--- src/rtl/rtc_tick_gen_if.sv ---
// APB-style register bus between a master and the rtc_tick_gen register file.
// Signal names follow the SoC APB naming so the timer subsystem can share the wiring.
interface rtc_tick_gen_if #(
  parameter int APB_ADDR_WIDTH = 12
);
  logic [APB_ADDR_WIDTH-1:0] PADDR;
  logic [63:0]               PWDATA;
  logic                      PWRITE;
  logic                      PSEL;
  logic                      PENABLE;
  logic [63:0]               PRDATA;
  logic                      PREADY;
  logic                      PSLVERR;

  modport master (
    output PADDR, PWDATA, PWRITE, PSEL, PENABLE,
    input  PRDATA, PREADY, PSLVERR
  );

  modport slave (
    input  PADDR, PWDATA, PWRITE, PSEL, PENABLE,
    output PRDATA, PREADY, PSLVERR
  );
endinterface

--- src/rtl/rtc_tick_gen.sv ---
// Fractional-N RTC square-wave generator built on a phase accumulator; increment changes apply only at a wrap.
// Optional feature macro RTC_TICK_GEN_TICK_COUNT_EN adds a 32-bit rising-edge counter at register 3.
module rtc_tick_gen #(
  parameter int                   APB_ADDR_WIDTH = 12,
  parameter int                   ACC_WIDTH      = 32,
  parameter logic [ACC_WIDTH-1:0] RESET_INCR     = 32'h002A_F31E
) (
  input  logic          HCLK,
  input  logic          HRESET,
  rtc_tick_gen_if.slave apb,
  output logic          rtc_o
);

  typedef enum logic [0:0] {
    IDLE = 1'b0,
    RUN  = 1'b1
  } state_e;

  localparam logic [1:0] REG_CTRL   = 2'd0;
  localparam logic [1:0] REG_INCR   = 2'd1;
  localparam logic [1:0] REG_STATUS = 2'd2;
  localparam logic [1:0] REG_TICKS  = 2'd3;

  state_e               state_q, state_d;
  logic [ACC_WIDTH-1:0] acc_q, acc_d;
  logic [ACC_WIDTH-1:0] incr_act_q, incr_act_d;
  logic [ACC_WIDTH-1:0] incr_shd_q, incr_shd_d;
  logic                 rtc_q, rtc_d;

  logic [APB_ADDR_WIDTH-1:0] paddr_s;
  logic [1:0]                reg_sel_s;
  logic                      access_s, wr_s, rd_s;
  logic                      incr_bad_s, incr_wr_s, ctrl_wr_s;
  logic                      pend_s;
  logic [ACC_WIDTH:0]        sum_s;
  logic                      wrap_s;
  logic [63:0]               rdata_s;
  logic                      slverr_s;
  logic                      unused_ok_s;

  assign paddr_s     = apb.PADDR;
  assign reg_sel_s   = paddr_s[4:3];
  assign unused_ok_s = ^{paddr_s, apb.PWDATA};

  // Access decode and the shared adder whose carry-out marks the wrap
  always_comb begin
    access_s   = apb.PSEL && apb.PENABLE;
    wr_s       = access_s && apb.PWRITE;
    rd_s       = access_s && !apb.PWRITE;
    incr_bad_s = |apb.PWDATA[ACC_WIDTH-1:ACC_WIDTH-4];
    incr_wr_s  = wr_s && (reg_sel_s == REG_INCR) && !incr_bad_s;
    ctrl_wr_s  = wr_s && (reg_sel_s == REG_CTRL);
    pend_s     = (incr_shd_q != incr_act_q);
    sum_s      = {1'b0, acc_q} + {1'b0, incr_act_q};
    wrap_s     = sum_s[ACC_WIDTH];
  end

  // Next-state logic: IDLE pins the accumulator, RUN accumulates and swaps increments at a wrap
  always_comb begin
    state_d    = state_q;
    acc_d      = acc_q;
    incr_act_d = incr_act_q;
    incr_shd_d = incr_shd_q;
    rtc_d      = rtc_q;
    case (state_q)
      IDLE: begin
        acc_d = {ACC_WIDTH{1'b0}};
        rtc_d = 1'b0;
        if (incr_wr_s) begin
          incr_shd_d = apb.PWDATA[ACC_WIDTH-1:0];
          incr_act_d = apb.PWDATA[ACC_WIDTH-1:0];
        end else begin
          incr_shd_d = incr_shd_q;
          incr_act_d = incr_act_q;
        end
        if (ctrl_wr_s && apb.PWDATA[0]) begin
          state_d = RUN;
        end else begin
          state_d = IDLE;
        end
      end
      RUN: begin
        if (ctrl_wr_s && !apb.PWDATA[0]) begin
          state_d    = IDLE;
          acc_d      = {ACC_WIDTH{1'b0}};
          rtc_d      = 1'b0;
          incr_act_d = incr_shd_q;
        end else begin
          state_d = RUN;
          if (ctrl_wr_s && apb.PWDATA[1]) begin
            acc_d = {ACC_WIDTH{1'b0}};
          end else begin
            acc_d = sum_s[ACC_WIDTH-1:0];
          end
          rtc_d = acc_d[ACC_WIDTH-1];
          // The wrap takes the shadow as it was before any same-cycle write
          if (wrap_s && pend_s) begin
            incr_act_d = incr_shd_q;
          end else begin
            incr_act_d = incr_act_q;
          end
          if (incr_wr_s) begin
            incr_shd_d = apb.PWDATA[ACC_WIDTH-1:0];
          end else begin
            incr_shd_d = incr_shd_q;
          end
        end
      end
      default: begin
        state_d    = IDLE;
        acc_d      = {ACC_WIDTH{1'b0}};
        rtc_d      = 1'b0;
        incr_act_d = incr_shd_q;
      end
    endcase
  end

  // State and datapath registers
  always_ff @(posedge HCLK) begin
    if (HRESET) begin
      state_q    <= IDLE;
      acc_q      <= {ACC_WIDTH{1'b0}};
      incr_act_q <= RESET_INCR;
      incr_shd_q <= RESET_INCR;
      rtc_q      <= 1'b0;
    end else begin
      state_q    <= state_d;
      acc_q      <= acc_d;
      incr_act_q <= incr_act_d;
      incr_shd_q <= incr_shd_d;
      rtc_q      <= rtc_d;
    end
  end

`ifdef RTC_TICK_GEN_TICK_COUNT_EN
  logic [31:0] ticks_q, ticks_d;

  // Rising-edge counter; a software load wins over a coincident increment
  always_comb begin
    ticks_d = ticks_q;
    if (wr_s && (reg_sel_s == REG_TICKS)) begin
      ticks_d = apb.PWDATA[31:0];
    end else if (rtc_d && !rtc_q) begin
      ticks_d = ticks_q + 32'd1;
    end else begin
      ticks_d = ticks_q;
    end
  end

  // Tick counter register
  always_ff @(posedge HCLK) begin
    if (HRESET) begin
      ticks_q <= 32'd0;
    end else begin
      ticks_q <= ticks_d;
    end
  end
`endif

  // Read mux and error response, both combinational on the access phase
  always_comb begin
    rdata_s  = 64'd0;
    slverr_s = 1'b0;
    if (rd_s) begin
      case (reg_sel_s)
        REG_CTRL:   rdata_s[0] = (state_q == RUN);
        REG_INCR:   rdata_s[ACC_WIDTH-1:0] = incr_shd_q;
        REG_STATUS: rdata_s[1:0] = {pend_s, rtc_q};
`ifdef RTC_TICK_GEN_TICK_COUNT_EN
        REG_TICKS:  rdata_s[31:0] = ticks_q;
`else
        REG_TICKS:  rdata_s = 64'd0;
`endif
        default:    rdata_s = 64'd0;
      endcase
    end else begin
      rdata_s = 64'd0;
    end
    if (access_s) begin
      case (reg_sel_s)
        REG_INCR:  slverr_s = apb.PWRITE && incr_bad_s;
`ifdef RTC_TICK_GEN_TICK_COUNT_EN
        REG_TICKS: slverr_s = 1'b0;
`else
        REG_TICKS: slverr_s = 1'b1;
`endif
        default:   slverr_s = 1'b0;
      endcase
    end else begin
      slverr_s = 1'b0;
    end
  end

  assign apb.PRDATA  = rdata_s;
  assign apb.PSLVERR = slverr_s;
  assign apb.PREADY  = 1'b1;
  assign rtc_o       = rtc_q;

endmodule

--- src/flat_wrapper.sv ---
// flat-port wrapper written by rule: the top's interface ports become plain ports
module rtc_tick_gen_flat 
#(
  parameter int                   APB_ADDR_WIDTH = 12,
  parameter int                   ACC_WIDTH      = 32,
  parameter logic [ACC_WIDTH-1:0] RESET_INCR     = 32'h002A_F31E
)
  (HCLK, HRESET, rtc_o, apb_PADDR, apb_PWDATA, apb_PWRITE, apb_PSEL, apb_PENABLE, apb_PRDATA, apb_PREADY, apb_PSLVERR);
  rtc_tick_gen_if #(.APB_ADDR_WIDTH(APB_ADDR_WIDTH)) apb_i ();
  input  logic HCLK;
  input  logic HRESET;
  output logic rtc_o;
  input wire logic [$bits(apb_i.PADDR)-1:0] apb_PADDR;
  input wire logic [$bits(apb_i.PWDATA)-1:0] apb_PWDATA;
  input wire logic [$bits(apb_i.PWRITE)-1:0] apb_PWRITE;
  input wire logic [$bits(apb_i.PSEL)-1:0] apb_PSEL;
  input wire logic [$bits(apb_i.PENABLE)-1:0] apb_PENABLE;
  output wire logic [$bits(apb_i.PRDATA)-1:0] apb_PRDATA;
  output wire logic [$bits(apb_i.PREADY)-1:0] apb_PREADY;
  output wire logic [$bits(apb_i.PSLVERR)-1:0] apb_PSLVERR;
  assign apb_i.PADDR = apb_PADDR;
  assign apb_i.PWDATA = apb_PWDATA;
  assign apb_i.PWRITE = apb_PWRITE;
  assign apb_i.PSEL = apb_PSEL;
  assign apb_i.PENABLE = apb_PENABLE;
  assign apb_PRDATA = apb_i.PRDATA;
  assign apb_PREADY = apb_i.PREADY;
  assign apb_PSLVERR = apb_i.PSLVERR;
  rtc_tick_gen #(.APB_ADDR_WIDTH(APB_ADDR_WIDTH), .ACC_WIDTH(ACC_WIDTH), .RESET_INCR(RESET_INCR)) u_core (.HCLK(HCLK), .HRESET(HRESET), .apb(apb_i), .rtc_o(rtc_o));
endmodule
--- config.mk ---
export PLATFORM = sky130hd
export DESIGN_NAME = rtc_tick_gen_flat
export DESIGN_NICKNAME = d
export VERILOG_FILES = /design/src/rtl/rtc_tick_gen_if.sv /design/src/rtl/rtc_tick_gen.sv /design/src/flat_wrapper.sv
export SDC_FILE = /design/constraint.sdc
export NUM_CORES = 1
export LEC_CHECK = 0
export CAP_MARGIN = 20
export CORE_MARGIN = 2
export CORE_UTILIZATION = 40
export CTS_CLUSTER_DIAMETER = 40
export CTS_CLUSTER_SIZE = 12
export DETAILED_ROUTE_END_ITERATION = 12
export GPL_ROUTABILITY_DRIVEN = 0
export GPL_TIMING_DRIVEN = 0
export PLACE_DENSITY = 0.65
export SYNTH_ARGS = -nofsm -noshare
export SYNTH_HDL_FRONTEND = slang
export SYNTH_SLANG_ARGS = --single-unit
--- constraint.sdc ---
create_clock -name HCLK -period 3.3 [get_ports HCLK]
set_input_delay 0.495 -clock HCLK [delete_from_list [all_inputs] [get_ports HCLK]]
set_output_delay 0.495 -clock HCLK [all_outputs]
set_load 0.03 [all_outputs]
==> flow_metrics.py <==
metrics = {
    "status": {
        "status": "complete, no violations",
    },
    "layout": {
        "layout_common_cells": "98 x dfxtp_1, 84 x nand2_1, 66 x a21oi_1, 54 x nor2_1, 54 x clkdlybuf4s50_1",
        "drive_above_1_share_pct": 11.4,
        "area_growth_pct": 22.9,
        "n_antenna_cell": 0,
        "finalInstanceArea_mm2": 0.00792,
        "fin_util_pct": 50.1,
        "final_nets": 1001,
        "final_common_cell": "dfxtp_1",
    },
    "setup_path": {
        "path_max_fanout": 10,
        "start_kind": "primary input",
        "cp_data_arrival_time_ps": 2660,
        "crit_type": "in -> out",
        "crit_required_ps": 2800,
        "critPathCaptureType": "output pin",
    },
    "pwr": {
        "power_density_mw_per_mm2": 329,
        "fin_total_pwr_mw": 2.61,
        "peakVddDrop_v": 0.000228,
        "p_leak_nw": 3.44,
    },
    "timing": {
        "tns_ps": 0,
        "maxSlewViolCount": 0,
        "timing.final.crit_share_pct": 95.7,
        "worst_pin_slew_ps": 902,
        "fin_skew_ps": 13.5,
        "min_period_ps": 3160,
        "rsz0062_at_grt": "no",
        "setup_violations": 0,
        "max_freq_mhz": 317,
        "timing.final.ws_setup_ps": 142,
        "slew_headroom_pct": 39.9,
        "finalHoldViolCount": 0,
    },
    "clock_network": {
        "cts_buffers": 9,
        "cts_tree": "built",
        "cts.path.max_buffers": 2,
        "post_cts_buffers": 0,
        "clock-sinks": 98,
        "clock_latency_ps": 360,
        "cts_root_buf": "clkbuf_16",
        "ctsHoldBuffers": 0,
        "h-tree-depth": 3,
        "cts.reportedPaths.clkPinSlew_ps": 70,
    },
    "die": {
        "start_util_pct": 40.7,
        "die_y_um": 131,
        "rows": 46,
        "io_pins": 148,
        "die_x_um": 131,
        "core_area_mm2": 0.0158,
        "die_area_mm2": 0.0172,
    },
    "routing": {
        "vias_per_cell": 5.12,
        "routedWlPerCell_um": 16.1,
        "num_vias": 5651,
        "drtIter0Drc": 407,
        "finalWirelength_um": 17800,
        "detail-route-antenna-nets": 0,
        "drtPass1Iterations": 5,
        "drc": 0,
    },
    "global_route": {
        "gr-usage-all-layers_pct": 21.1,
        "grt_pass1_wl_um": 27500,
        "grt_pass1_vias": 5227,
        "grt_max_degree": 17,
        "grt-ovfl-total": 0,
        "antenna_found_initial": 0,
    },
    "place": {
        "dp_slack_ps": -174,
        "portBuffers": 72,
        "dpl_cell_area_mm2": 0.00755,
        "hpwl_um": 13700,
    },
    "logic_synthesis": {
        "syn-mean-instance-area_um2": 8.41,
        "seq_area_frac_synth_pct": 30.4,
        "ys.flop_type": "dfxtp_1",
        "synth_cells": 767,
        "yosysWarnings": 0,
        "async_flop_share_pct": 0,
        "synth_seq_cells": 98,
        "synthDistinctLibCells": 69,
        "syn_area_mm2": 0.00645,
        "synth-edff-count": 0,
    },
    "min_path": {
        "min_path_type": "reg -> reg",
    },
    "run": {
        "cap_viol_max_count": 0,
    },
}
-- final cells by class --
type	count	area, um^2
fillers	1526	7900
multi-input cells	612	4100
flip-flops and latches	98	1960
repair buffers	73	767
plain buffers	69	444
well taps	216	270
clock buffers	11	243
inverters	19	71.3
clock inverters	5	62.6
-- cells in the mapped netlist (3+ instances only) --
| master | n | share of area [%] |
|---|---|---|
| a21o_1 | 12 | 1.4 |
| o21a_1 | 7 | 0.82 |
| xnor2_1 | 37 | 5.0 |
| nand4_1 | 11 | 1.1 |
| and2_1 | 39 | 3.8 |
| nor3b_1 | 8 | 0.93 |
| o22ai_1 | 3 | 0.29 |
| buf_2 | 7 | 0.54 |
| o21ai_0 | 22 | 1.7 |
| inv_1 | 18 | 1.0 |
| or2_2 | 3 | 0.29 |
| nand2_1 | 84 | 4.9 |
| mux2i_1 | 38 | 5.9 |
| xor2_1 | 8 | 1.1 |
| a21oi_1 | 66 | 5.1 |
| dfxtp_1 | 98 | 30 |
| nor2b_1 | 14 | 1.4 |
| nor2_1 | 54 | 3.1 |
| a31oi_1 | 6 | 0.58 |
| nand3_1 | 12 | 0.93 |
| nand3b_1 | 13 | 1.5 |
| nand2b_1 | 6 | 0.58 |
| a211oi_2 | 19 | 3.7 |
| a211oi_1 | 14 | 1.6 |
| ha_1 | 37 | 7.2 |
| buf_4 | 35 | 4.1 |
| o21bai_1 | 3 | 0.35 |
| clkbuf_1 | 22 | 1.3 |
| nor4_1 | 4 | 0.39 |
| nor3_1 | 15 | 1.2 |
-- final timing paths --
check                                           start                    end  slack (ps)  cells past startpoint
worst max register to register   u_core.incr_act_q[6]           u_core.rtc_o         340                      8
worst min register to register  u_core.incr_shd_q[26]  u_core.incr_shd_q[26]         500                      2
worst max-delay path                     apb_PADDR[4]          apb_PRDATA[3]         140                      7
worst min-delay path            u_core.incr_shd_q[26]  u_core.incr_shd_q[26]         500                      2
-- state kept, by name, summed over array words and instances (netlist names), named ones only --
name,cells
u_core.acc_q,32
u_core.rtc_o,1
u_core.incr_shd_q,32
u_core.incr_act_q,32
-- where the power goes --
part	switching (mW)	internal (mW)	total, mW
sequential	0.00979	1.19	1.20
clock	0.500	0.614	1.11
combinational	0.170	0.126	0.296
-- critical path: stages --
cell,delay (ps)
clkdlybuf4s50_1,450
inv_1,120
ha_1,260
nor3b_2,250
buf_2,270
and2_1,150
clkdlybuf4s50_1,660
-- stage by stage --
| step | std cells | hold WS [ps] |
|---|---|---|
| 6_report | 1103 | 498 |
| 5_1_grt | 1103 | 526 |
| 4_1_cts | 1102 | 500 |
| 3_5_place_dp | 1086 | 490 |
| 3_3_place_gp | 1086 | 488 |
| 2_1_floorplan | 798 | 469 |
-- repair_timing --
| item | 4_1_cts | 5_1_grt |
|---|---|---|
| gates resized for setup | 4 | 21 |
| endpoints found under the setup margin | 30 | 31 |
| cloned | 0 | 0 |
-- logic make-up (layout without fill, tap and decap cells) --
kind of cell | after synthesis | after routing | synth area share (%)
compound gates | 182 | 182 | 20.1
xor+xnor | 45 | 45 | 6.11
mux | 38 | 38 | 5.90
buf+inv | 88 | 177 | 7.92
fa+ha+maj | 38 | 38 | 7.49
flops | 98 | 98 | 30.4
other cells | 2 | 33 | 0.116
simple gates | 276 | 276 | 21.9
-- layer usage --
metal	wire (um)	global-route usage [%]	part of all wire (%)	vias to the layer above
met3	800	4.32	4.5	27
met2	8040	33.8	45	132
met4	361	7.51	2.0	0
met1	8600	28.2	48	2628
li1	-	-	-	2864
met5	0	0	0	-
Note: power is estimated with default switching activity, not from simulation.
